--- src/rtl/fetch_pkg.sv ---
// Shared constants and types for the instruction-fetch stage.
package fetch_pkg;

  localparam int RS1_LSB = 15;
  localparam int RS2_LSB = 20;
  localparam int REG_W   = 5;

  localparam int DEF_INST_W = 32;
  localparam int DEF_PC_W   = 12;

  // Queue entry at the default widths; parametrised instances pack {inst, pc} the same way.
  typedef struct packed {
    logic [DEF_INST_W-1:0] inst;
    logic [DEF_PC_W-1:0]   pc;
  } fetch_entry_t;

endpackage

--- src/rtl/fetch_queue_if.sv ---
// Memory, decode and redirect signals of the fetch stage; master is the fetch stage itself.
interface fetch_queue_if
  import fetch_pkg::*;
#(
  parameter int PC_W   = 12,
  parameter int INST_W = 32,
  parameter int QDEPTH = 4
) ();

  localparam int CNT_W = $clog2(QDEPTH) + 1;

  logic              f_redirect;
  logic [PC_W-1:0]   f_target;
  logic              imem_en;
  logic [PC_W-1:0]   imem_addr;
  logic [INST_W-1:0] imem_rdata;
  logic              d_valid;
  logic              d_ready;
  logic [INST_W-1:0] d_inst;
  logic [PC_W-1:0]   d_pc;
  logic [REG_W-1:0]  d_rs1;
  logic [REG_W-1:0]  d_rs2;
  logic [CNT_W-1:0]  q_count;

  modport master (
    input  f_redirect, f_target, imem_rdata, d_ready,
    output imem_en, imem_addr, d_valid, d_inst, d_pc, d_rs1, d_rs2, q_count
  );

  modport slave (
    output f_redirect, f_target, imem_rdata, d_ready,
    input  imem_en, imem_addr, d_valid, d_inst, d_pc, d_rs1, d_rs2, q_count
  );

endinterface

--- src/rtl/fetch_fifo.sv ---
// Synchronous FIFO with push, pop and flush; wrapping pointers plus an occupancy count.
module fetch_fifo #(
  parameter int WIDTH = 44,
  parameter int DEPTH = 4,
  localparam int AW = $clog2(DEPTH),
  localparam int CW = AW + 1
) (
  input  logic             clk,
  input  logic             rst,
  input  logic             flush,
  input  logic             push,
  input  logic             pop,
  input  logic [WIDTH-1:0] din,
  output logic [WIDTH-1:0] dout,
  output logic [CW-1:0]    count
);

  logic [WIDTH-1:0] mem [DEPTH];
  logic [AW-1:0]    wr_ptr;
  logic [AW-1:0]    rd_ptr;

  // Storage carries no reset; validity is tracked by count alone.
  always_ff @(posedge clk) begin
    if (push) mem[wr_ptr] <= din;
  end

  always_ff @(posedge clk) begin
    if (rst || flush) begin
      wr_ptr <= '0;
      rd_ptr <= '0;
      count  <= '0;
    end else begin
      if (push) wr_ptr <= wr_ptr + AW'(1);
      if (pop)  rd_ptr <= rd_ptr + AW'(1);
      case ({push, pop})
        2'b10:   count <= count + CW'(1);
        2'b01:   count <= count - CW'(1);
        default: count <= count;
      endcase
    end
  end

  assign dout = mem[rd_ptr];

endmodule

--- src/rtl/fetch_queue.sv ---
// Instruction-fetch stage: address generation, one outstanding read, prefetch queue and redirect flush.
module fetch_queue
  import fetch_pkg::*;
#(
  parameter int              PC_W     = 12,
  parameter int              INST_W   = 32,
  parameter int              QDEPTH   = 4,
  parameter logic [PC_W-1:0] RESET_PC = '0
) (
  input  logic          clk,
  input  logic          rst,
  fetch_queue_if.master bus
);

  localparam int CNT_W = $clog2(QDEPTH) + 1;
  localparam int ENT_W = INST_W + PC_W;

  logic [PC_W-1:0]   pc;
  logic [PC_W-1:0]   inflight_pc;
  logic              inflight;
  logic              kill;
  logic [CNT_W-1:0]  count;
  logic [ENT_W-1:0]  head;
  logic [ENT_W-1:0]  push_data;
  logic [CNT_W:0]    occupancy;
  logic              d_valid;
  logic              pop;
  logic              push;
  logic              issue;
  logic [INST_W-1:0] d_inst;

  assign d_valid = !rst && (count != '0);
  assign pop     = d_valid && bus.d_ready;

  // Slots committed after this cycle: queued + the read coming back - the one leaving.
  assign occupancy = {1'b0, count} + {{CNT_W{1'b0}}, inflight} - {{CNT_W{1'b0}}, pop};
  assign issue     = !rst && !bus.f_redirect && (occupancy < (CNT_W+1)'(QDEPTH));

  assign push      = inflight && !kill && !bus.f_redirect && !rst;
  assign push_data = {bus.imem_rdata, inflight_pc};

  always_ff @(posedge clk) begin
    if (rst) begin
      pc          <= RESET_PC;
      inflight    <= 1'b0;
      inflight_pc <= '0;
      kill        <= 1'b0;
    end else if (bus.f_redirect) begin
      pc       <= bus.f_target;
      inflight <= 1'b0;
      kill     <= 1'b1;
    end else begin
      inflight <= issue;
      kill     <= 1'b0;
      if (issue) begin
        pc          <= pc + PC_W'(1);
        inflight_pc <= pc;
      end
    end
  end

  fetch_fifo #(
    .WIDTH (ENT_W),
    .DEPTH (QDEPTH)
  ) u_fifo (
    .clk   (clk),
    .rst   (rst),
    .flush (bus.f_redirect),
    .push  (push),
    .pop   (pop),
    .din   (push_data),
    .dout  (head),
    .count (count)
  );

  assign d_inst        = d_valid ? head[ENT_W-1:PC_W] : '0;
  assign bus.d_inst    = d_inst;
  assign bus.d_pc      = d_valid ? head[PC_W-1:0] : '0;
  assign bus.d_rs1     = d_inst[RS1_LSB +: REG_W];
  assign bus.d_rs2     = d_inst[RS2_LSB +: REG_W];
  assign bus.d_valid   = d_valid;
  assign bus.imem_en   = issue;
  assign bus.imem_addr = pc;
  assign bus.q_count   = count;

endmodule

--- src/flat_wrapper.sv ---
// flat-port wrapper written by rule: the top's interface ports become plain ports
module fetch_queue_flat import fetch_pkg::*;
#(
  parameter int              PC_W     = 12,
  parameter int              INST_W   = 32,
  parameter int              QDEPTH   = 4,
  parameter logic [PC_W-1:0] RESET_PC = '0
)
  (clk, rst, bus_f_redirect, bus_f_target, bus_imem_rdata, bus_d_ready, bus_imem_en, bus_imem_addr, bus_d_valid, bus_d_inst, bus_d_pc, bus_d_rs1, bus_d_rs2, bus_q_count);
  fetch_queue_if #(.PC_W(PC_W), .INST_W(INST_W), .QDEPTH(QDEPTH)) bus_i ();
  input  logic clk;
  input  logic rst;
  input wire logic [$bits(bus_i.f_redirect)-1:0] bus_f_redirect;
  input wire logic [$bits(bus_i.f_target)-1:0] bus_f_target;
  input wire logic [$bits(bus_i.imem_rdata)-1:0] bus_imem_rdata;
  input wire logic [$bits(bus_i.d_ready)-1:0] bus_d_ready;
  output wire logic [$bits(bus_i.imem_en)-1:0] bus_imem_en;
  output wire logic [$bits(bus_i.imem_addr)-1:0] bus_imem_addr;
  output wire logic [$bits(bus_i.d_valid)-1:0] bus_d_valid;
  output wire logic [$bits(bus_i.d_inst)-1:0] bus_d_inst;
  output wire logic [$bits(bus_i.d_pc)-1:0] bus_d_pc;
  output wire logic [$bits(bus_i.d_rs1)-1:0] bus_d_rs1;
  output wire logic [$bits(bus_i.d_rs2)-1:0] bus_d_rs2;
  output wire logic [$bits(bus_i.q_count)-1:0] bus_q_count;
  assign bus_i.f_redirect = bus_f_redirect;
  assign bus_i.f_target = bus_f_target;
  assign bus_i.imem_rdata = bus_imem_rdata;
  assign bus_i.d_ready = bus_d_ready;
  assign bus_imem_en = bus_i.imem_en;
  assign bus_imem_addr = bus_i.imem_addr;
  assign bus_d_valid = bus_i.d_valid;
  assign bus_d_inst = bus_i.d_inst;
  assign bus_d_pc = bus_i.d_pc;
  assign bus_d_rs1 = bus_i.d_rs1;
  assign bus_d_rs2 = bus_i.d_rs2;
  assign bus_q_count = bus_i.q_count;
  fetch_queue #(.PC_W(PC_W), .INST_W(INST_W), .QDEPTH(QDEPTH), .RESET_PC(RESET_PC)) u_core (.clk(clk), .rst(rst), .bus(bus_i));
endmodule
--- config.mk ---
export PLATFORM = sky130hd
export DESIGN_NAME = fetch_queue_flat
export DESIGN_NICKNAME = d
export VERILOG_FILES = /design/src/rtl/fetch_pkg.sv /design/src/rtl/fetch_queue_if.sv /design/src/rtl/fetch_fifo.sv /design/src/rtl/fetch_queue.sv /design/src/flat_wrapper.sv
export SDC_FILE = /design/constraint.sdc
export NUM_CORES = 1
export LEC_CHECK = 0
export ABC_AREA = 1
export CELL_PAD_IN_SITES_DETAIL_PLACEMENT = 0
export CELL_PAD_IN_SITES_GLOBAL_PLACEMENT = 1
export CORE_ASPECT_RATIO = 2
export CORE_UTILIZATION = 34
export CTS_CLUSTER_DIAMETER = 30
export DETAILED_ROUTE_END_ITERATION = 10
export DONT_BUFFER_PORTS = 1
export GPL_ROUTABILITY_DRIVEN = 1
export HOLD_SLACK_MARGIN = 0.08
export PLACE_DENSITY = 0.62
export SKIP_LAST_GASP = 1
export SYNTH_ARGS = -nofsm -noshare
export SYNTH_HDL_FRONTEND = slang
export SYNTH_HIERARCHICAL = 1
export SYNTH_SLANG_ARGS = --single-unit
--- constraint.sdc ---
create_clock -name clk -period 2.3 [get_ports clk]
set_input_delay 0.115 -clock clk [delete_from_list [all_inputs] [get_ports clk]]
set_output_delay 0.115 -clock clk [all_outputs]
set_load 0.05 [all_outputs]
== Word-level counts from Yosys, hierarchy flattened ==
Memory sizes are Yosys's and may differ from the RTL's. A register that Yosys moved wholly into a read port is not among the register bits.
Cells that the tools add are included.

* Shifts and indexed selects: 0
* $add $sub $neg: 7
* Reduce and logical (&&, ||, !) cells: 16
* $mul: 0
* $lt $le $gt $ge: 1
* Muxes and demuxes: 10
* Div/mod/pow operators: 0
* Bitwise gates (word level): 1
* Equal/unequal tests: 2

{| class="wikitable"
|+ Operator list
! operator !! number
|-
| 2-to-1 mux 12 bit || 3
|-
| 2-to-1 mux 32 bit || 1
|-
| adder 12 x 1 -> 12 bit (second input constant) || 1
|-
| logical AND 1 bit || 7
|-
| one-hot mux 3 bit (2 select lines) || 1
|-
| adder 2 x 1 -> 2 bit (second input constant) || 2
|-
| adder 3 x 1 -> 4 bit || 1
|-
| less-than comparator 4 x 3 -> 1 bit (second input constant) || 1
|-
| 2-to-1 mux 2 bit || 2
|-
| nonzero test 2 bit || 2
|-
| subtractor 4 x 1 -> 4 bit || 1
|-
| adder 3 x 1 -> 3 bit (second input constant) || 1
|-
| zero test 1 bit || 3
|-
| 2-to-1 mux 1 bit || 3
|-
| nonzero test 3 bit || 1
|-
| subtractor 3 x 1 -> 3 bit (second input constant) || 1
|-
| equality test 2 x 1 -> 1 bit (second input constant) || 1
|-
| equality test 2 bit (second input constant) || 1
|-
| AND reduction 2 bit || 1
|-
| OR reduction 2 bit || 1
|-
| logical OR 1 bit || 1
|-
| inverter 1 bit || 1
|}

* ROM bits: 0
* Memories: 1
* Bits of input ports: 48
* Memory bits (writable): 176
* Bits in latches: 0
* Register bits after elaboration: 33
* Logic and storage cells: 45
* Output and inout bits: 71

{| class="wikitable"
|+ Memory list
! name !! words !! width !! read ports !! clocked after Yosys merged registers in !! wr ports !! line !! text
|-
| u_core.u_fifo.mem || 4 || 44 || 1 || 1 || 1 || fetch_fifo.sv:18 || <nowiki>logic [WIDTH-1:0] mem [DEPTH];</nowiki>
|}

== Longest topological paths before layout ==
* Word-level depth: 8
* Depth in mapped cells: 15
* Mapped depth without buffers: 13

== By module ==
Netlist, hierarchy kept.

{| class="wikitable"
|+ By module, submodules not included
! module !! area an instance (um^2) !! seq. area each (um^2) !! cells each !! times used
|-
| fetch_fifo || 7,041.8 || 5,465.2 || 481 || 1
|-
| fetch_queue || 1,844.3 || 520.5 || 308 || 1
|}

== Worst setup path before layout ==
Ideal clock, no wire load.

* Path kind: reg-to-reg
* From: register u_core.u_fifo.count[2]
* To: register u_core.inflight_pc[4]
* Arrival time: 2.713 ns
* Path slack: -0.482 ns
* Cell stages (with the launch flop): 15
* Path through: dfxtp_1 -> o31ai_4 -> clkbuf_1 -> nor2_1 -> ha_1 -> inv_1 -> ha_1 -> nand3_1 -> nand2_1 -> nand2_1 -> nand3_4 -> inv_4 -> buf_8 -> nand2_1 -> a21oi_2

* Cells in the longest elaborated chain, start to end: 7
* Elaborated cells on any way between the ends: 8
* Those cells by class: add/sub (2); order compare (1); reduce/logical (5)

{| class="wikitable"
|+ RTL lines
! element !! line !! text
|-
| start, declared || fetch_fifo.sv:15 || <nowiki>output logic [CW-1:0] count</nowiki>
|-
| start signal, assigned || fetch_fifo.sv:36 || <nowiki>2'b10: count <= count + CW'(1);</nowiki>
|-
| start signal, assigned || fetch_fifo.sv:37 || <nowiki>2'b01: count <= count - CW'(1);</nowiki>
|-
| start signal, assigned || fetch_fifo.sv:38 || <nowiki>default: count <= count;</nowiki>
|-
| nonzero test 3 bit || fetch_queue.sv:32 || <nowiki>assign d_valid = !rst && (count != '0);</nowiki>
|-
| logical AND 1 bit || fetch_queue.sv:32 ||
|-
| logical AND 1 bit || fetch_queue.sv:33 || <nowiki>assign pop = d_valid && bus.d_ready;</nowiki>
|-
| via u_core.pop || fetch_queue.sv:27 || <nowiki>logic pop;</nowiki>
|-
| subtractor 4 x 1 -> 4 bit || fetch_queue.sv:36 || <nowiki>assign occupancy = {1'b0, count} + {{CNT_W{1'b0}}, inflight} - {{CNT_W{1'b0}}, pop};</nowiki>
|-
| less-than comparator 4 x 3 -> 1 bit || fetch_queue.sv:37 || <nowiki>assign issue = !rst && !bus.f_redirect && (occupancy < (CNT_W+1)'(QDEPTH));</nowiki>
|-
| logical AND 1 bit || fetch_queue.sv:37 ||
|-
| via bus_imem_en || flat_wrapper.sv:17 || <nowiki>output wire logic [$bits(bus_i.imem_en)-1:0] bus_imem_en;</nowiki>
|-
| AND reduction 2 bit (no line) || - ||
|-
| end signal, assigned || fetch_queue.sv:57 || <nowiki>inflight_pc <= pc;</nowiki>
|-
| end, declared || fetch_queue.sv:19 || <nowiki>logic [PC_W-1:0] inflight_pc;</nowiki>
|}

The timed path passes the listed nets, and every way through them passes these cells.
A chain may end at the register's enable or synchronous reset.

== Final worst setup path ==
* From: register u_core.u_fifo.count[1]
* To: output port bus_imem_en

* Cells in the longest elaborated chain, start to end: 6
* Elaborated cells on any way between the ends: 7
* Those cells by class: add/sub (2); order compare (1); reduce/logical (4)

{| class="wikitable"
|+ RTL lines
! element !! line
|-
| nonzero test 3 bit || fetch_queue.sv:32
|-
| logical AND 1 bit || fetch_queue.sv:32
|-
| logical AND 1 bit || fetch_queue.sv:33
|-
| via u_core.pop || fetch_queue.sv:27
|-
| subtractor 4 x 1 -> 4 bit || fetch_queue.sv:36
|-
| less-than comparator 4 x 3 -> 1 bit || fetch_queue.sv:37
|-
| logical AND 1 bit || fetch_queue.sv:37
|-
| end, declared || flat_wrapper.sv:17
|}

The timed path passes the listed nets, and every way through them passes these cells.

==> flow_results.xml <==
<?xml version="1.0" encoding="UTF-8"?>
<metrics>
  <group name="clock_network">
    <metric name="clk_pin_slew" unit="ns">0.05</metric>
    <metric name="worst_skew_pair.late_latency" unit="ns">0.54</metric>
    <metric name="cts_num_sinks" unit="">211</metric>
    <metric name="clk_root_buffer_cell" unit="">clkbuf_16</metric>
    <metric name="cts_buffer_depth" unit="">3</metric>
    <metric name="cts_made_buffers" unit="">28</metric>
    <metric name="clock_tree_from_tritoncts" unit="">done</metric>
    <metric name="htree_num_levels" unit="">1</metric>
  </group>
  <group name="floorplan">
    <metric name="num_io_pins" unit="">119</metric>
    <metric name="dieHeight" unit="um">230.6</metric>
    <metric name="core_area" unit="um^2">25650</metric>
    <metric name="design.die.area" unit="um^2">26830</metric>
    <metric name="start_util" unit="">0.3464</metric>
    <metric name="placement_rows" unit="">83</metric>
    <metric name="die_width" unit="um">116.3</metric>
  </group>
  <group name="critical_path">
    <metric name="critical_path.reg2reg.endpoint" unit="">u_core/bus.imem_addr[8]</metric>
    <metric name="cp_num_buf_inv" unit="">3</metric>
    <metric name="cpPeakStageDelay" unit="ns">0.35</metric>
    <metric name="cp_top_family" unit="">simple AND/OR/NAND/NOR gates</metric>
    <metric name="worstPathCellList" unit="">o31ai_4 &gt; nor2_4 &gt; ha_4 &gt; inv_2 &gt; ha_4 &gt; nand3_2 &gt; nand2_2 &gt; nand2_2 &gt; nand3_4 &gt; inv_8 &gt; buf_12</metric>
    <metric name="start_kind" unit="">flop</metric>
    <metric name="r2r-start" unit="">u_core/u_fifo/count[1]</metric>
    <metric name="worst-endpoint-required" unit="ns">2.18</metric>
    <metric name="crit_start" unit="">u_core/u_fifo/count[1]</metric>
    <metric name="critical_path_fanouts_max" unit="">2</metric>
    <metric name="path_depth" unit="">11</metric>
    <metric name="critical_path_cell_with_the_highest_stage_delay" unit="">dfxtp_4</metric>
    <metric name="r2r_setup_slack" unit="ns">0.17</metric>
    <metric name="timing.critical_path.arrival" unit="ns">2.18</metric>
    <metric name="setup.worst_path.end_class" unit="">primary output</metric>
    <metric name="r2r_cells" unit="">12</metric>
    <metric name="cp-endpoint" unit="">bus_imem_en</metric>
    <metric name="path_class" unit="">reg -&gt; out</metric>
  </group>
  <group name="timing">
    <metric name="slew_viol_final" unit="">0</metric>
    <metric name="fin_hold_ws" unit="ns">0.1353</metric>
    <metric name="rsz_0062_raised_after_global_routing" unit="">yes</metric>
    <metric name="worstMarginPinSlew" unit="ns">0.8189</metric>
    <metric name="slew_headroom" unit="">0.4523</metric>
    <metric name="final-hold-violation-count" unit="">0</metric>
    <metric name="worst_path_setup_slack_after_routing" unit="ns">0.006494</metric>
    <metric name="fmaxAchievable" unit="MHz">436.0</metric>
    <metric name="timing.clock.skew" unit="ns">0.01979</metric>
    <metric name="layout_min_cycle_time" unit="ns">2.294</metric>
    <metric name="final-setup-viol-count" unit="">0</metric>
    <metric name="fin_crit_sh" unit="">0.9972</metric>
  </group>
  <group name="synthesis">
    <metric name="synth.yosys.warnings" unit="">6</metric>
    <metric name="ys_ff_latch" unit="">211</metric>
    <metric name="synth_seq_area_share" unit="">0.6736</metric>
    <metric name="synth_enable_flop_cells" unit="">176</metric>
    <metric name="post-synth-top-area-fraction" unit="">0.5948</metric>
    <metric name="synth_largest_area_cell" unit="">edfxtp_1</metric>
    <metric name="postSynthCellCount" unit="">789</metric>
    <metric name="syn-mean-instance-area" unit="um^2">11.26</metric>
    <metric name="synth.distinct_cells" unit="">33</metric>
    <metric name="postSynth.topFlopCell" unit="">edfxtp_1</metric>
    <metric name="syn_area" unit="um^2">8886</metric>
    <metric name="mappedNetlistNets" unit="">847</metric>
    <metric name="synth-async-reset-ratio" unit="">0</metric>
    <metric name="netlist_top_cells_area" unit="">edfxtp_1 59%, dfxtp_1 7.9%, nor2_1 5.8%</metric>
  </group>
  <group name="final_layout">
    <metric name="design.final.nets" unit="">975</metric>
    <metric name="area_overhead_of_the_layout_relative_to_synthesis" unit="%">29.72</metric>
    <metric name="post_layout_nonfiller_instances" unit="">1279</metric>
    <metric name="layout-drive-gt1-share" unit="">0.2132</metric>
  </group>
  <group name="run_status">
    <metric name="outcome" unit="">complete, no violations</metric>
  </group>
  <group name="routing">
    <metric name="first_pass_iters" unit="">4</metric>
    <metric name="wl_per_cell" unit="um">16.10</metric>
    <metric name="routed_wl" unit="um">20590</metric>
    <metric name="first_iter_violations" unit="">295</metric>
    <metric name="final_antenna_net_count" unit="">0</metric>
    <metric name="dr_total_vias" unit="">6059</metric>
    <metric name="drt-vias-per-instance" unit="">4.737</metric>
    <metric name="total_drc_errors_in_the_routed_layout" unit="">0</metric>
  </group>
  <group name="global_routing">
    <metric name="global_route_wire_length_before_repair" unit="um">32200</metric>
    <metric name="via_count_of_the_first_global_routing_pass" unit="">6173</metric>
    <metric name="grt_start_max_net_pins" unit="">46</metric>
    <metric name="antenna_found_initial" unit="">1</metric>
    <metric name="globalRouteTotalUtil" unit="">0.1581</metric>
    <metric name="grt_overflow_total" unit="">0</metric>
  </group>
  <group name="worst_hold_path">
    <metric name="hold_path.class" unit="">in -&gt; reg</metric>
  </group>
  <group name="pwr">
    <metric name="power" unit="uW">8880</metric>
    <metric name="power-per-cell-area" unit="nW/um^2">770.3</metric>
    <metric name="vdd_ir_drop_max" unit="uV">596.8</metric>
    <metric name="total_leakage_power" unit="uW">0.004395</metric>
  </group>
  <group name="flow_run">
    <metric name="max_cap_viol_count" unit="">0</metric>
  </group>
  <group name="placement">
    <metric name="preCtsSetupSlack" unit="ns">0.1679</metric>
    <metric name="place_hpwl" unit="um">12350</metric>
    <metric name="dp.cells" unit="">1163</metric>
    <metric name="io_buffer_count" unit="">0</metric>
    <metric name="gpl.final_weighted_congestion" unit="">0.7285</metric>
  </group>
</metrics>
[how the worst min path moves through the flow]
stage / startpoint / depth (start not counted) / slack (ns) / endpoint
after floorplan: bus_imem_rdata[0] / 0 / 0.21 / u_core/u_fifo/mem[0][12]
after global placement: rst / 1 / 0.18 / u_core/inflight_pc[5]
after detailed placement: rst / 1 / 0.19 / u_core/inflight_pc[4]
after CTS: bus_f_redirect / 6 / 0.09 / u_core/u_fifo/count[1]
after global routing: bus_f_redirect / 6 / 0.19 / u_core/u_fifo/count[1]
final: bus_f_redirect / 6 / 0.14 / u_core/u_fifo/count[1]
[cells in the final DEF, fill, tap and decap left out, types with 2 or more instances in the layout]
cell type / instances
a21oi_1: 19
a21oi_2: 4
buf_12: 16
buf_4: 71
buf_6: 2
bufinv_16: 2
clkbuf_1: 3
clkbuf_16: 30
clkinv_2: 4
clkinv_4: 2
clkinv_8: 2
clkinvlp_4: 3
dfxtp_1: 30
dfxtp_2: 2
dfxtp_4: 3
dlygate4sd3_1: 58
edfxtp_1: 176
ha_1: 7
ha_4: 2
inv_1: 70
inv_2: 5
inv_6: 3
inv_8: 4
nand2_1: 79
nand2_2: 5
nand3_1: 24
nand3_2: 2
nand4_1: 8
nor2_1: 127
nor2_2: 23
o21ai_0: 86
o21ai_1: 7
o22ai_1: 34
o22ai_2: 10
xor2_1: 5
[area by class of cell]
class,count,area [um^2]
diodes,1,2.502
clock buffers,33,762.0
clock inverters,18,195.2
fillers,2406,14120
inverters,78,314.1
multi-input cells,450,2357
flip-flops and latches,211,6000
well taps,340,425.4
repair buffers,148,1471
[power by group]
group,leakage (uW),switching (uW),internal [uW]
combinational,0.00200,232,145
sequential,0.00193,22.3,4160
clock,0.000462,1670,2640
[kinds of logic after synthesis]
family,after synthesis,synth area share
AOI/OAI and AO/OA,162,0.1083
and+or+nand+nor,272,0.1274
buffers and inverters,128,0.06984
adders and majority gates,10,0.01493
xor gates and xnor gates,6,0.005914
DFF,211,0.6736
[metal layers]
metal,vias up,share of wire,track usage
li1,2973,-,-
met1,2932,0.38,0.1683
met2,121,0.55,0.3031
met3,33,0.038,0.02284
met4,0,0.025,0.05889
met5,-,0,0
[registers in the layout (all words and copies together) (netlist names), named ones only]
register / count
u_core/inflight_pc: 12
u_core/u_fifo/rd_ptr: 2
u_core/u_fifo/mem: 176
u_core/inflight: 1
u_core/u_fifo/wr_ptr: 2
u_core/bus.imem_addr: 12
u_core/kill: 1
u_core/u_fifo/count: 3
[worst min-delay path, cell delays in order]
cell and delay, ns:
nor4_1 0.04, inv_1 0.09, ha_1 0.16, inv_1 0.07, nand2_1 0.07, a21oi_1 0.07
[through the flow]
stage | instance area (um^2) | util | TNS [ns]
6_report | 11530 | 0.4494 | 0
3_5_place_dp | 9873 | 0.3849 | 0
4_1_cts | 11480 | 0.4477 | -0.03201
2_1_floorplan | 8935 | - | -0.1811
5_1_grt | 11530 | 0.4494 | -0.08322
3_3_place_gp | 9873 | 0.3849 | 0
[timing repair]
action | in CTS | in global routing
hold endpoints to repair | 163 | 0
endpoints found under the setup margin | 45 | 30
gates resized for setup | 9 | 8
buffers inserted | 5 | 1
pin swaps | 6 | 4
hold buffers | 58 | 0
cloned | 0 | 0
[Yosys cell counts, types with 2 or more instances]
master and instances:
inv_1 75, buf_6 3, nand2_1 83, buf_2 22, clkbuf_2 3, a21oi_2 4, dfxtp_1 35, ha_1 9
buf_4 12, nor2_2 13, o22ai_1 34, nor2_1 138, nand3_1 25, nand4_1 8, o22ai_2 10, o21ai_0 86
edfxtp_1 176, o21ai_1 7, xor2_1 5, clkbuf_1 7, nand2_2 2, a21oi_1 19, buf_8 3
Power figures use the tool's default switching activity.
